===== src/rtl/alu_defs_pkg.sv =====
`default_nettype none
// ============================================================================
//  Module   : alu_defs_pkg
//  Purpose  : Shared ALU control codes, MIPS opcode/funct values and the
//             issue-bundle type passed from decode to the issue registers.
//  Revision : 1.0  initial release
// ============================================================================
package alu_defs_pkg;

    // 5-bit ALU operation codes
    localparam logic [4:0] c_alu_add     = 5'b00000;
    localparam logic [4:0] c_alu_sub     = 5'b00001;
    localparam logic [4:0] c_alu_and     = 5'b00010;
    localparam logic [4:0] c_alu_or      = 5'b00011;
    localparam logic [4:0] c_alu_sra     = 5'b00100;
    localparam logic [4:0] c_alu_srl     = 5'b00101;
    localparam logic [4:0] c_alu_sll     = 5'b00110;
    localparam logic [4:0] c_alu_sllv    = 5'b00111;
    localparam logic [4:0] c_alu_slt     = 5'b01000;
    localparam logic [4:0] c_alu_addi    = 5'b01001;
    localparam logic [4:0] c_alu_addiu   = 5'b01010;
    localparam logic [4:0] c_alu_andi    = 5'b01011;
    localparam logic [4:0] c_alu_ori     = 5'b01100;
    localparam logic [4:0] c_alu_lui     = 5'b01101;
    localparam logic [4:0] c_alu_sltiu   = 5'b01110;
    localparam logic [4:0] c_alu_slti    = 5'b01111;
    localparam logic [4:0] c_alu_beq     = 5'b10000;
    localparam logic [4:0] c_alu_bne     = 5'b10001;
    localparam logic [4:0] c_alu_lw      = 5'b10010;
    localparam logic [4:0] c_alu_sw      = 5'b10011;
    localparam logic [4:0] c_alu_illegal = 5'b11111;

    // Primary opcodes (instr[31:26])
    localparam logic [5:0] c_opc_rtype = 6'h00;
    localparam logic [5:0] c_opc_addi  = 6'h08;
    localparam logic [5:0] c_opc_addiu = 6'h09;
    localparam logic [5:0] c_opc_andi  = 6'h0C;
    localparam logic [5:0] c_opc_ori   = 6'h0D;
    localparam logic [5:0] c_opc_lui   = 6'h0F;
    localparam logic [5:0] c_opc_sltiu = 6'h0B;
    localparam logic [5:0] c_opc_slti  = 6'h0A;
    localparam logic [5:0] c_opc_beq   = 6'h04;
    localparam logic [5:0] c_opc_bne   = 6'h05;
    localparam logic [5:0] c_opc_lw    = 6'h23;
    localparam logic [5:0] c_opc_sw    = 6'h2B;

    // R-type function codes (instr[5:0])
    localparam logic [5:0] c_fn_add  = 6'h20;
    localparam logic [5:0] c_fn_sub  = 6'h22;
    localparam logic [5:0] c_fn_and  = 6'h24;
    localparam logic [5:0] c_fn_or   = 6'h25;
    localparam logic [5:0] c_fn_sra  = 6'h03;
    localparam logic [5:0] c_fn_srl  = 6'h02;
    localparam logic [5:0] c_fn_sll  = 6'h00;
    localparam logic [5:0] c_fn_sllv = 6'h04;
    localparam logic [5:0] c_fn_slt  = 6'h2A;

    // Everything the ALU/EX stage needs for one instruction
    typedef struct packed {
        logic [4:0]  control;
        logic [31:0] inner1;
        logic [31:0] inner2;
        logic [4:0]  dest;
        logic        reg_write;
        logic        mem_read;
        logic        mem_write;
        logic        branch_eq;
        logic        branch_ne;
        logic        illegal;
    } issue_bundle_t;

endpackage
`default_nettype wire


===== src/rtl/alu_issue_decode.sv =====
`default_nettype none
// ============================================================================
//  Module   : alu_issue_decode
//  Purpose  : Combinational decode of a MIPS instruction plus register read
//             data into an ALU issue bundle (control code and operands).
//  Revision : 1.0  initial release
// ============================================================================
module alu_issue_decode
    import alu_defs_pkg::*;
(
    input  logic [31:0]   instr,
    input  logic [31:0]   rs_data,
    input  logic [31:0]   rt_data,
    output issue_bundle_t bundle
);

    logic [5:0]  w_opcode;
    logic [4:0]  w_rt;
    logic [4:0]  w_rd;
    logic [4:0]  w_shamt;
    logic [5:0]  w_funct;
    logic [15:0] w_imm;
    logic [31:0] w_imm_sext;
    logic [31:0] w_imm_zext;
    logic        w_unused_rs;
    logic        w_wb;

    assign w_opcode   = instr[31:26];
    assign w_rt       = instr[20:16];
    assign w_rd       = instr[15:11];
    assign w_shamt    = instr[10:6];
    assign w_funct    = instr[5:0];
    assign w_imm      = instr[15:0];
    assign w_imm_sext = {{16{w_imm[15]}}, w_imm};
    assign w_imm_zext = {16'h0000, w_imm};
    // The rs register number is consumed by the register file, not here
    assign w_unused_rs = ^instr[25:21];

    // Decode: start from the illegal bundle and overwrite for known encodings
    always_comb begin
        bundle         = '0;
        bundle.control = c_alu_illegal;
        bundle.inner1  = rs_data;
        bundle.inner2  = rt_data;
        bundle.illegal = 1'b1;
        w_wb           = 1'b0;
        case (w_opcode)
            c_opc_rtype: begin
                bundle.dest = w_rd;
                w_wb        = 1'b1;
                bundle.illegal = 1'b0;
                case (w_funct)
                    c_fn_add:  bundle.control = c_alu_add;
                    c_fn_sub:  bundle.control = c_alu_sub;
                    c_fn_and:  bundle.control = c_alu_and;
                    c_fn_or:   bundle.control = c_alu_or;
                    c_fn_sllv: bundle.control = c_alu_sllv;
                    c_fn_slt:  bundle.control = c_alu_slt;
                    c_fn_sra: begin
                        bundle.control = c_alu_sra;
                        bundle.inner1  = {27'd0, w_shamt};
                    end
                    c_fn_srl: begin
                        bundle.control = c_alu_srl;
                        bundle.inner1  = {27'd0, w_shamt};
                    end
                    c_fn_sll: begin
                        bundle.control = c_alu_sll;
                        bundle.inner1  = {27'd0, w_shamt};
                    end
                    default: begin
                        // Unknown funct: revert to the illegal bundle
                        bundle.dest    = 5'd0;
                        w_wb           = 1'b0;
                        bundle.illegal = 1'b1;
                    end
                endcase
            end
            c_opc_addi, c_opc_addiu, c_opc_slti, c_opc_sltiu: begin
                bundle.control = (w_opcode == c_opc_addi)  ? c_alu_addi  :
                                 (w_opcode == c_opc_addiu) ? c_alu_addiu :
                                 (w_opcode == c_opc_slti)  ? c_alu_slti  :
                                                             c_alu_sltiu;
                bundle.inner2  = w_imm_sext;
                bundle.dest    = w_rt;
                w_wb           = 1'b1;
                bundle.illegal = 1'b0;
            end
            c_opc_andi, c_opc_ori: begin
                bundle.control = (w_opcode == c_opc_andi) ? c_alu_andi : c_alu_ori;
                bundle.inner2  = w_imm_zext;
                bundle.dest    = w_rt;
                w_wb           = 1'b1;
                bundle.illegal = 1'b0;
            end
            c_opc_lui: begin
                bundle.control = c_alu_lui;
                bundle.inner1  = 32'd0;
                bundle.inner2  = w_imm_zext;
                bundle.dest    = w_rt;
                w_wb           = 1'b1;
                bundle.illegal = 1'b0;
            end
            c_opc_lw: begin
                bundle.control  = c_alu_lw;
                bundle.inner2   = w_imm_sext;
                bundle.dest     = w_rt;
                bundle.mem_read = 1'b1;
                w_wb            = 1'b1;
                bundle.illegal  = 1'b0;
            end
            c_opc_sw: begin
                bundle.control   = c_alu_sw;
                bundle.inner2    = w_imm_sext;
                bundle.mem_write = 1'b1;
                bundle.illegal   = 1'b0;
            end
            c_opc_beq: begin
                bundle.control   = c_alu_beq;
                bundle.branch_eq = 1'b1;
                bundle.illegal   = 1'b0;
            end
            c_opc_bne: begin
                bundle.control   = c_alu_bne;
                bundle.branch_ne = 1'b1;
                bundle.illegal   = 1'b0;
            end
            default: ;
        endcase
        // Writes to $zero are suppressed
        bundle.reg_write = w_wb && (bundle.dest != 5'd0);
    end

endmodule
`default_nettype wire


===== src/rtl/alu_issue_stage.sv =====
`default_nettype none
// ============================================================================
//  Module   : alu_issue_stage
//  Purpose  : Decode/issue stage ahead of the 5-bit-control ALU. Decoded
//             bundles pass through a head/skid register pair so in_ready is
//             registered and never depends combinationally on out_ready.
//  Revision : 1.0  initial release
// ============================================================================
module alu_issue_stage
    import alu_defs_pkg::*;
#(
    parameter int CNT_W = 32
) (
    input  logic             clk,
    input  logic             rst_n,
    input  logic             flush,
    input  logic             in_valid,
    output logic             in_ready,
    input  logic [31:0]      instr,
    input  logic [31:0]      rs_data,
    input  logic [31:0]      rt_data,
    output logic             out_valid,
    input  logic             out_ready,
    output logic [4:0]       alu_control,
    output logic [31:0]      inner1,
    output logic [31:0]      inner2,
    output logic [4:0]       dest_reg,
    output logic             reg_write,
    output logic             mem_read,
    output logic             mem_write,
    output logic             branch_eq,
    output logic             branch_ne,
    output logic             illegal,
    output logic [CNT_W-1:0] issued_count,
    output logic [CNT_W-1:0] illegal_count
);

    issue_bundle_t    w_dec;
    issue_bundle_t    r_head;
    issue_bundle_t    r_skid;
    logic             r_head_valid;
    logic             r_skid_valid;
    logic [CNT_W-1:0] r_issued_cnt;
    logic [CNT_W-1:0] r_illegal_cnt;
    logic             w_accept;
    logic             w_drain;

    alu_issue_decode u_decode (
        .instr   (instr),
        .rs_data (rs_data),
        .rt_data (rt_data),
        .bundle  (w_dec)
    );

    // The skid slot being free is exactly the condition to take a new entry
    assign in_ready = !r_skid_valid;
    assign w_accept = in_valid && !r_skid_valid && !flush;
    assign w_drain  = r_head_valid && out_ready;

    // Head/skid occupancy and data movement
    always_ff @(posedge clk or negedge rst_n) begin
        if (!rst_n) begin
            r_head       <= '0;
            r_skid       <= '0;
            r_head_valid <= 1'b0;
            r_skid_valid <= 1'b0;
        end else if (flush) begin
            r_head_valid <= 1'b0;
            r_skid_valid <= 1'b0;
        end else if (w_drain) begin
            if (r_skid_valid) begin
                // Skid full implies in_ready was low, so no accept this cycle
                r_head       <= r_skid;
                r_skid_valid <= 1'b0;
            end else if (w_accept) begin
                r_head       <= w_dec;
            end else begin
                r_head_valid <= 1'b0;
            end
        end else if (!r_head_valid) begin
            if (w_accept) begin
                r_head       <= w_dec;
                r_head_valid <= 1'b1;
            end
        end else if (w_accept) begin
            r_skid       <= w_dec;
            r_skid_valid <= 1'b1;
        end
    end

    // Performance counters count every completed handshake, even under flush
    always_ff @(posedge clk or negedge rst_n) begin
        if (!rst_n) begin
            r_issued_cnt  <= '0;
            r_illegal_cnt <= '0;
        end else if (w_drain) begin
            r_issued_cnt <= r_issued_cnt + 1'b1;
            if (r_head.illegal) begin
                r_illegal_cnt <= r_illegal_cnt + 1'b1;
            end
        end
    end

    assign out_valid     = r_head_valid;
    assign alu_control   = r_head.control;
    assign inner1        = r_head.inner1;
    assign inner2        = r_head.inner2;
    assign dest_reg      = r_head.dest;
    assign reg_write     = r_head.reg_write;
    assign mem_read      = r_head.mem_read;
    assign mem_write     = r_head.mem_write;
    assign branch_eq     = r_head.branch_eq;
    assign branch_ne     = r_head.branch_ne;
    assign illegal       = r_head.illegal;
    assign issued_count  = r_issued_cnt;
    assign illegal_count = r_illegal_cnt;

endmodule
`default_nettype wire


===== config.mk =====
export PLATFORM = sky130hd
export DESIGN_NAME = alu_issue_stage
export DESIGN_NICKNAME = d
export VERILOG_FILES = /design/src/rtl/alu_defs_pkg.sv /design/src/rtl/alu_issue_decode.sv /design/src/rtl/alu_issue_stage.sv
export SDC_FILE = /design/constraint.sdc
export NUM_CORES = 1
export LEC_CHECK = 0
export ABC_AREA = 1
export CAP_MARGIN = 10
export CORE_ASPECT_RATIO = 1.5
export CORE_MARGIN = 2
export CORE_UTILIZATION = 50
export DETAILED_ROUTE_END_ITERATION = 10
export PLACE_DENSITY = 0.79
export SYNTH_ARGS = -nofsm -noshare
export SYNTH_HDL_FRONTEND = slang
export SYNTH_SLANG_ARGS = --single-unit

===== constraint.sdc =====
create_clock -name clk -period 4.4 [get_ports clk]
set_input_delay 0.66 -clock clk [delete_from_list [all_inputs] [get_ports clk]]
set_output_delay 0.66 -clock clk [all_outputs]
set_load 0.01 [all_outputs]

-- Yosys cells after proc, flatten, opt, wreduce, memory -nomap -nowiden
Index checks and enable logic that the tools add are counted.
- bits in registers: 226
- latch bits: 0
- RAM bits: 0
- ROM bits: 0
- bits of input ports: 101
- output and inout bits: 146
- word-level logic and storage cells: 107
- memories kept: 0
- $add $sub $neg: 2
- $mul: 0
- divide/modulo/power cells: 0
- order comparisons: 0
- eq/ne operators: 22
- shifts and indexed selects: 0
- multiplexer cells: 33
- bitwise gates (word level): 2
- reduce and logical (&&, ||, !) cells: 24
- operators with widths (operator ; count):
    $mux 80 ; 4
    $pmux 32 s2 ; 2
    $add 32x1->32 const B ; 2
    $pmux 5 s9 ; 1
    $eq 6x4->1 const B ; 7
    $eq 6x6->1 const B ; 7
    $pmux 5 s8 ; 1
    $mux 32 ; 1
    $eq 6x3->1 const B ; 3
    $mux 1 ; 17
    $mux 5 ; 3
    $eq 6x2->1 const B ; 2
    $logic_not 6->1 ; 2
    $reduce_or 11->1 ; 1
    $pmux 5 s2 ; 1
    $reduce_or 9->1 ; 1
    $reduce_and 2->1 ; 4
    $reduce_or 8->1 ; 1
    $ne 3x3->1 const B ; 2
    $reduce_bool 3->1 ; 2
    $reduce_or 3->1 ; 2
    $reduce_or 6->1 ; 1
    $reduce_bool 5->1 ; 1
    $logic_and 1x1->1 ; 4
    other kinds (8) ; 11

-- Depth between registers and ports, before layout
- depth after elaboration: 9
- gate-level depth with buffers: 14
- mapped depth without buffers: 14

-- Hierarchy
A second synthesis with hierarchy kept.
- cells, all modules: 1538
- area total of the unflattened synthesis: 11918.9 um^2
- modules (own cells, without submodules) (module ; times used ; cells an instance ; area each (um^2) ; sequential area each (um^2)):
    alu_issue_stage ; 1 ; 1288 ; 10655.2 ; 5655.4
    alu_issue_decode ; 1 ; 250 ; 1263.7 ; 0.0

-- Worst setup path after synthesis
Ideal clock, no wire load.
- path kind: input to register
- from: input instr[2]
- to: register r_skid[48] (netlist name)
- library setup time: 0.118 ns
- data arrival time: 1.895 ns
- required time: 4.282 ns
- setup slack: 2.387 ns
- stages on the path: 10
- buffers on the path: 2
- path through: nor2_1 nand2_1 nor2_1 inv_1 o21ai_1 inv_1 buf_2 buf_2 nand3_1 nand2_1
- word-level cells in the longest chain between the ends: 4
- elaborated cells on any way between the ends: 6
- classes of those cells: 2 x eq/ne; 2 x mux; 2 x reduce/logical
- RTL lines (item ; RTL line ; text):
    start, declared ; alu_issue_stage.sv:19 ; input logic [31:0] instr,
    $eq 6x2->1 or $logic_not 6->1 (tied branches) ; alu_issue_decode.sv:52 ; case (w_funct)
    $reduce_or 3->1 (no line) (*) ; - ;
    $mux 32 (*) ; alu_issue_decode.sv:52 ;
    $pmux 32 s2 (*) ; alu_issue_decode.sv:47 ; case (w_opcode)
    end signal, assigned ; alu_issue_stage.sv:86 ; r_skid <= w_dec;
    end, declared ; alu_issue_stage.sv:40 ; issue_bundle_t r_skid;
Every way passes the cells marked *; elsewhere a longest branch is shown, timed or not.
A chain may end at the register's enable or synchronous reset.

-- Worst setup path in the final report
- from: input flush
- to: register r_head (netlist bit inner1[16])
- word-level cells in the longest chain between the ends: 5
- elaborated cells on any way between the ends: 8
- classes of those cells: 4 x mux; 1 x bitwise; 3 x reduce/logical
- RTL lines (item ; RTL line ; text):
    start, declared ; alu_issue_stage.sv:16 ; input logic flush,
    $logic_not 1->1 ; alu_issue_stage.sv:57 ; assign w_accept = in_valid && !r_skid_valid && !flush;
    $logic_and 1x1->1 ; alu_issue_stage.sv:57 ;
    $mux 80 ; - ;
    $mux 80, on equally long branches ; - ;
    $mux 80 ; - ;
    end signal, assigned ; alu_issue_stage.sv:73 ; r_head <= r_skid;
    end signal, assigned ; alu_issue_stage.sv:76 ; r_head <= w_dec;
    end signal, assigned ; alu_issue_stage.sv:82 ; r_head <= w_dec;
    end, declared ; alu_issue_stage.sv:39 ; issue_bundle_t r_head;
Parallel ways exist; a longest one is shown, timed or not. The select of a mux whose other input is x is not followed.

==> impl_results.md <==
* Post_cts resized at 0
* Min-delay worst type: input port to asynchronous set/reset pin
* WS Path Type: input port to flip-flop
* CTS root buf: clkbuf_16
* RSZ-0062 raised after global routing: no
* # port buffers at 241
* Async SR Flop Fraction at 1.000
* Worst path required time at 4.80 ns
* Routed wire per std cell at 17.78 um
* Syn_area_per_cell at 8.280 sq um
* Rel. slew slack at 0.3277
* Routed Antenna Nets at 0
* Area grow syn2layout at 29.30%
* CTS Hold Buffers Added at 0
* PD cells at 413.4 mW/mm^2
* Clock slew seen by the registers of the worst setup and hold paths at 0.06 ns
* Routability Congestion at 0.8637
* Max-cap violations at 0
* Top reg by flops: r_skid
* Final routed DRC violation total at 0
* Vias at 10.53k
* Period utilization at 0.5963
* Vias per cell at 5.637
* Fraction of layout cells with a size suffix above 1 at 0.06293
* Max-slew violations at 0
* Post-synth top area share at 0.4993
* CTS Buffer Depth at 3
* Int Power at 4239 uW
* Synthesized Nets at 1471
* TritonCTS clock tree: yes
* Antenna violations before repair at 3
* Inst Count DP at 1828
* YS warnings at 0
* H-tree depth at 1
* Starting DRT DRC Count at 541
* Max incr delay on CP at 0.56 ns
* Synth Flop Type: dfrtp_1
* Layout net count at 1680
* Overall power at 6055 uW
* Cells after Synth at 1368
* FMAX at 381.2 MHz
* Starting density of the core at 0.5080
* Die W at 126.9 um
* Endpoints failing setup at 0
* Count of unique library cells instantiated by Yosys at 38
* # rows at 67
* Pre-antenna DRT Iters at 6
* Least-Margin Pin Slew at 1.008 ns
* Sequential Power Share at 0.464
* Clock sink count at 226
* Crit path arrival time at 3.03 ns
* Gr ovfl total at 0
* Overall routing resource usage at 0.2748
* Num CTS Buffers at 23
* Final min period at 2.624 ns
* Max reg flops at 80
* Status: finished, final reports clean
* Setup Fix Bufs, Post-CTS at 0
* Max Clock Skew at 0.01283 ns
* Syn Std Cell Area at 0.01133 sq mm
* Die height at 188.3 um
* Largest area contributor in the netlist: dfrtp_1
* CP endpoint kind: flip-flop
* Max FO, Critical Path at 45
* Slowest cell on crit path: clkdlybuf4s50_1
* I/O pin cnt at 247
* Comb pwr share at 0.231
* DPL Wire Length at 22160 um
* Final design utilization at 0.6568
* Most frequent CP cell: inv_2
* Synth Register Bits at 226
* Crit path cell chain: clkdlybuf4s50_1, nor2_4, inv_2, buf_4, nand2_1, inv_2, a221oi_1, a21oi_1
* Switching part of the total at 0.2998
* P_sw at 1816 uW
* Largest cells by area after synthesis: dfrtp_1 50%, nand2_1 13%, nand3_1 4.0%, nor2_1 3.8%, xor2_1 3.3%
* Maximum vdd ir drop at 0.0003515 V
* Part of the power in the clock network at 0.305
* CORE AREA at 0.02230 sq mm
* Setup crit start kind: input port
* Worst skew pair latency at 0.51 ns
* First-pass GRT wire length at 53630 um
* Post-synthesis sequential area ratio at 0.4993
* Final Instance Count excl. Fillers at 1868
* LEAKAGE at 0.006705 uW
* Post-synth EDFFs at 0
* Vias in the first global route at 10.57k
* Hold Fails Final Rpt at 0
* DIE AREA at 0.02390 sq mm
* Pin count of the biggest net entering global routing at 128
* Detailed-route wire length at 33210 um
* Setup TNS at 0 ns
-- path summary, 6_finish.rpt --
| path | startpoint | endpoint | slack, ns | cells past startpoint |
|---|---|---|---|---|
| max reg2reg | r_skid_valid$_DFFE_PN0P_ | inner1[16]$_DFFE_PN0P_ | 1.97 | 9 |
| min reg2reg | issued_count[31]$_DFFE_PN0P_ | issued_count[31]$_DFFE_PN0P_ | 0.47 | 1 |
| min | rst_n | issued_count[14]$_DFFE_PN0P_ | 0.20 | 1 |
| max in group asynchronous | rst_n | illegal_count[13]$_DFFE_PN0P_ | 3.10 | 2 |
| max | flush | inner1[16]$_DFFE_PN0P_ | 1.78 | 8 |
| min in group clk | issued_count[31]$_DFFE_PN0P_ | issued_count[31]$_DFFE_PN0P_ | 0.47 | 1 |
-- final cells by class --
class	count	area, sq um
Antenna cell	3	7.507
Clock inverter	2	10.01
Sequential cell	226	5655
Clock buffer	35	680.7
Fill cell	1869	7652
Multi-Input combinational cell	964	4984
Inverter	107	404.1
Tap cell	276	345.3
Timing Repair Buffer	255	2560
-- cell usage in the layout (no fill, tap or decap), types with 7 or more instances in the layout --
master | netlist | layout
o21ai_0 | 69 | 69
inv_2 | 6 | 7
nor4_1 | 7 | 7
dfrtp_1 | 226 | 226
nand2_1 | 383 | 382
nor3_1 | 32 | 32
nand3_1 | 90 | 90
xnor2_1 | 14 | 14
clkbuf_16 | 0 | 23
nor2_4 | 12 | 14
inv_1 | 100 | 98
xor2_1 | 43 | 43
nor2_1 | 116 | 115
clkdlybuf4s50_1 | 0 | 240
buf_4 | 2 | 11
a21oi_1 | 48 | 48
nand4_1 | 18 | 18
nand2_2 | 9 | 10
o221ai_1 | 42 | 42
a221oi_1 | 33 | 33
o21ai_1 | 18 | 18
-- power by group through the flow --
stage          combinational (uW)  sequential, uW  clock (uW)
6_report                     1400            2810        1850
5_1_grt                      1540            2860        1960
4_1_cts                      1410            2800        1880
3_5_place_dp                 1400            2830           0
3_3_place_gp                 1370            2810           0
2_1_floorplan                 566            2860           0
-- synth_stat cells, types with 7 or more instances --
cell type,n
a221oi_1,33
nand3_1,90
nor4_1,7
xor2_1,43
nor2_4,12
nand2_2,9
a21oi_1,48
nor3_1,32
nor2_1,116
dfrtp_1,226
o221ai_1,42
o21ai_1,18
xnor2_1,14
inv_1,100
nand2_1,383
buf_2,14
nand4_1,18
clkbuf_1,48
nor2_2,7
o21ai_0,69
-- per-layer routing --
metal  part of all wire  GRT usage  up-vias  routed length, um
met2               0.50     0.4830      419              16700
met3              0.069    0.04458       86               2282
li1                   -          -     4953                  -
met4              0.041     0.1226        0               1359
met5                  0          0        -                  0
met1               0.39     0.3301     5072              12870
-- kinds of logic after synthesis --
| kind of cell | share of synthesized area |
|---|---|
| simple gates | 0.2693 |
| xor+xnor | 0.04551 |
| flops | 0.4993 |
| fa+ha+maj | 0.002209 |
| compound gates | 0.1216 |
| buf+inv | 0.06208 |
-- critical path, delay by kind of cell --
| family | cells | cell delay, ns |
|---|---|---|
| buffers and inverters | 4 | 1.71 |
| and+or+nand+nor | 2 | 0.22 |
| AOI/OAI and AO/OA | 2 | 0.40 |
-- stage by stage --
stage	hold WS, ns	instance area (sq um)	worst slack [ns]
3_5_place_dp	0.4652	13950	1.308
2_1_floorplan	0.3644	11330	2.387
4_1_cts	0.2910	14640	1.814
6_report	0.2043	14650	1.776
3_3_place_gp	0.4563	13950	1.336
5_1_grt	0.2915	14650	1.660
No activity file was read; power rests on OpenSTA's default activity.
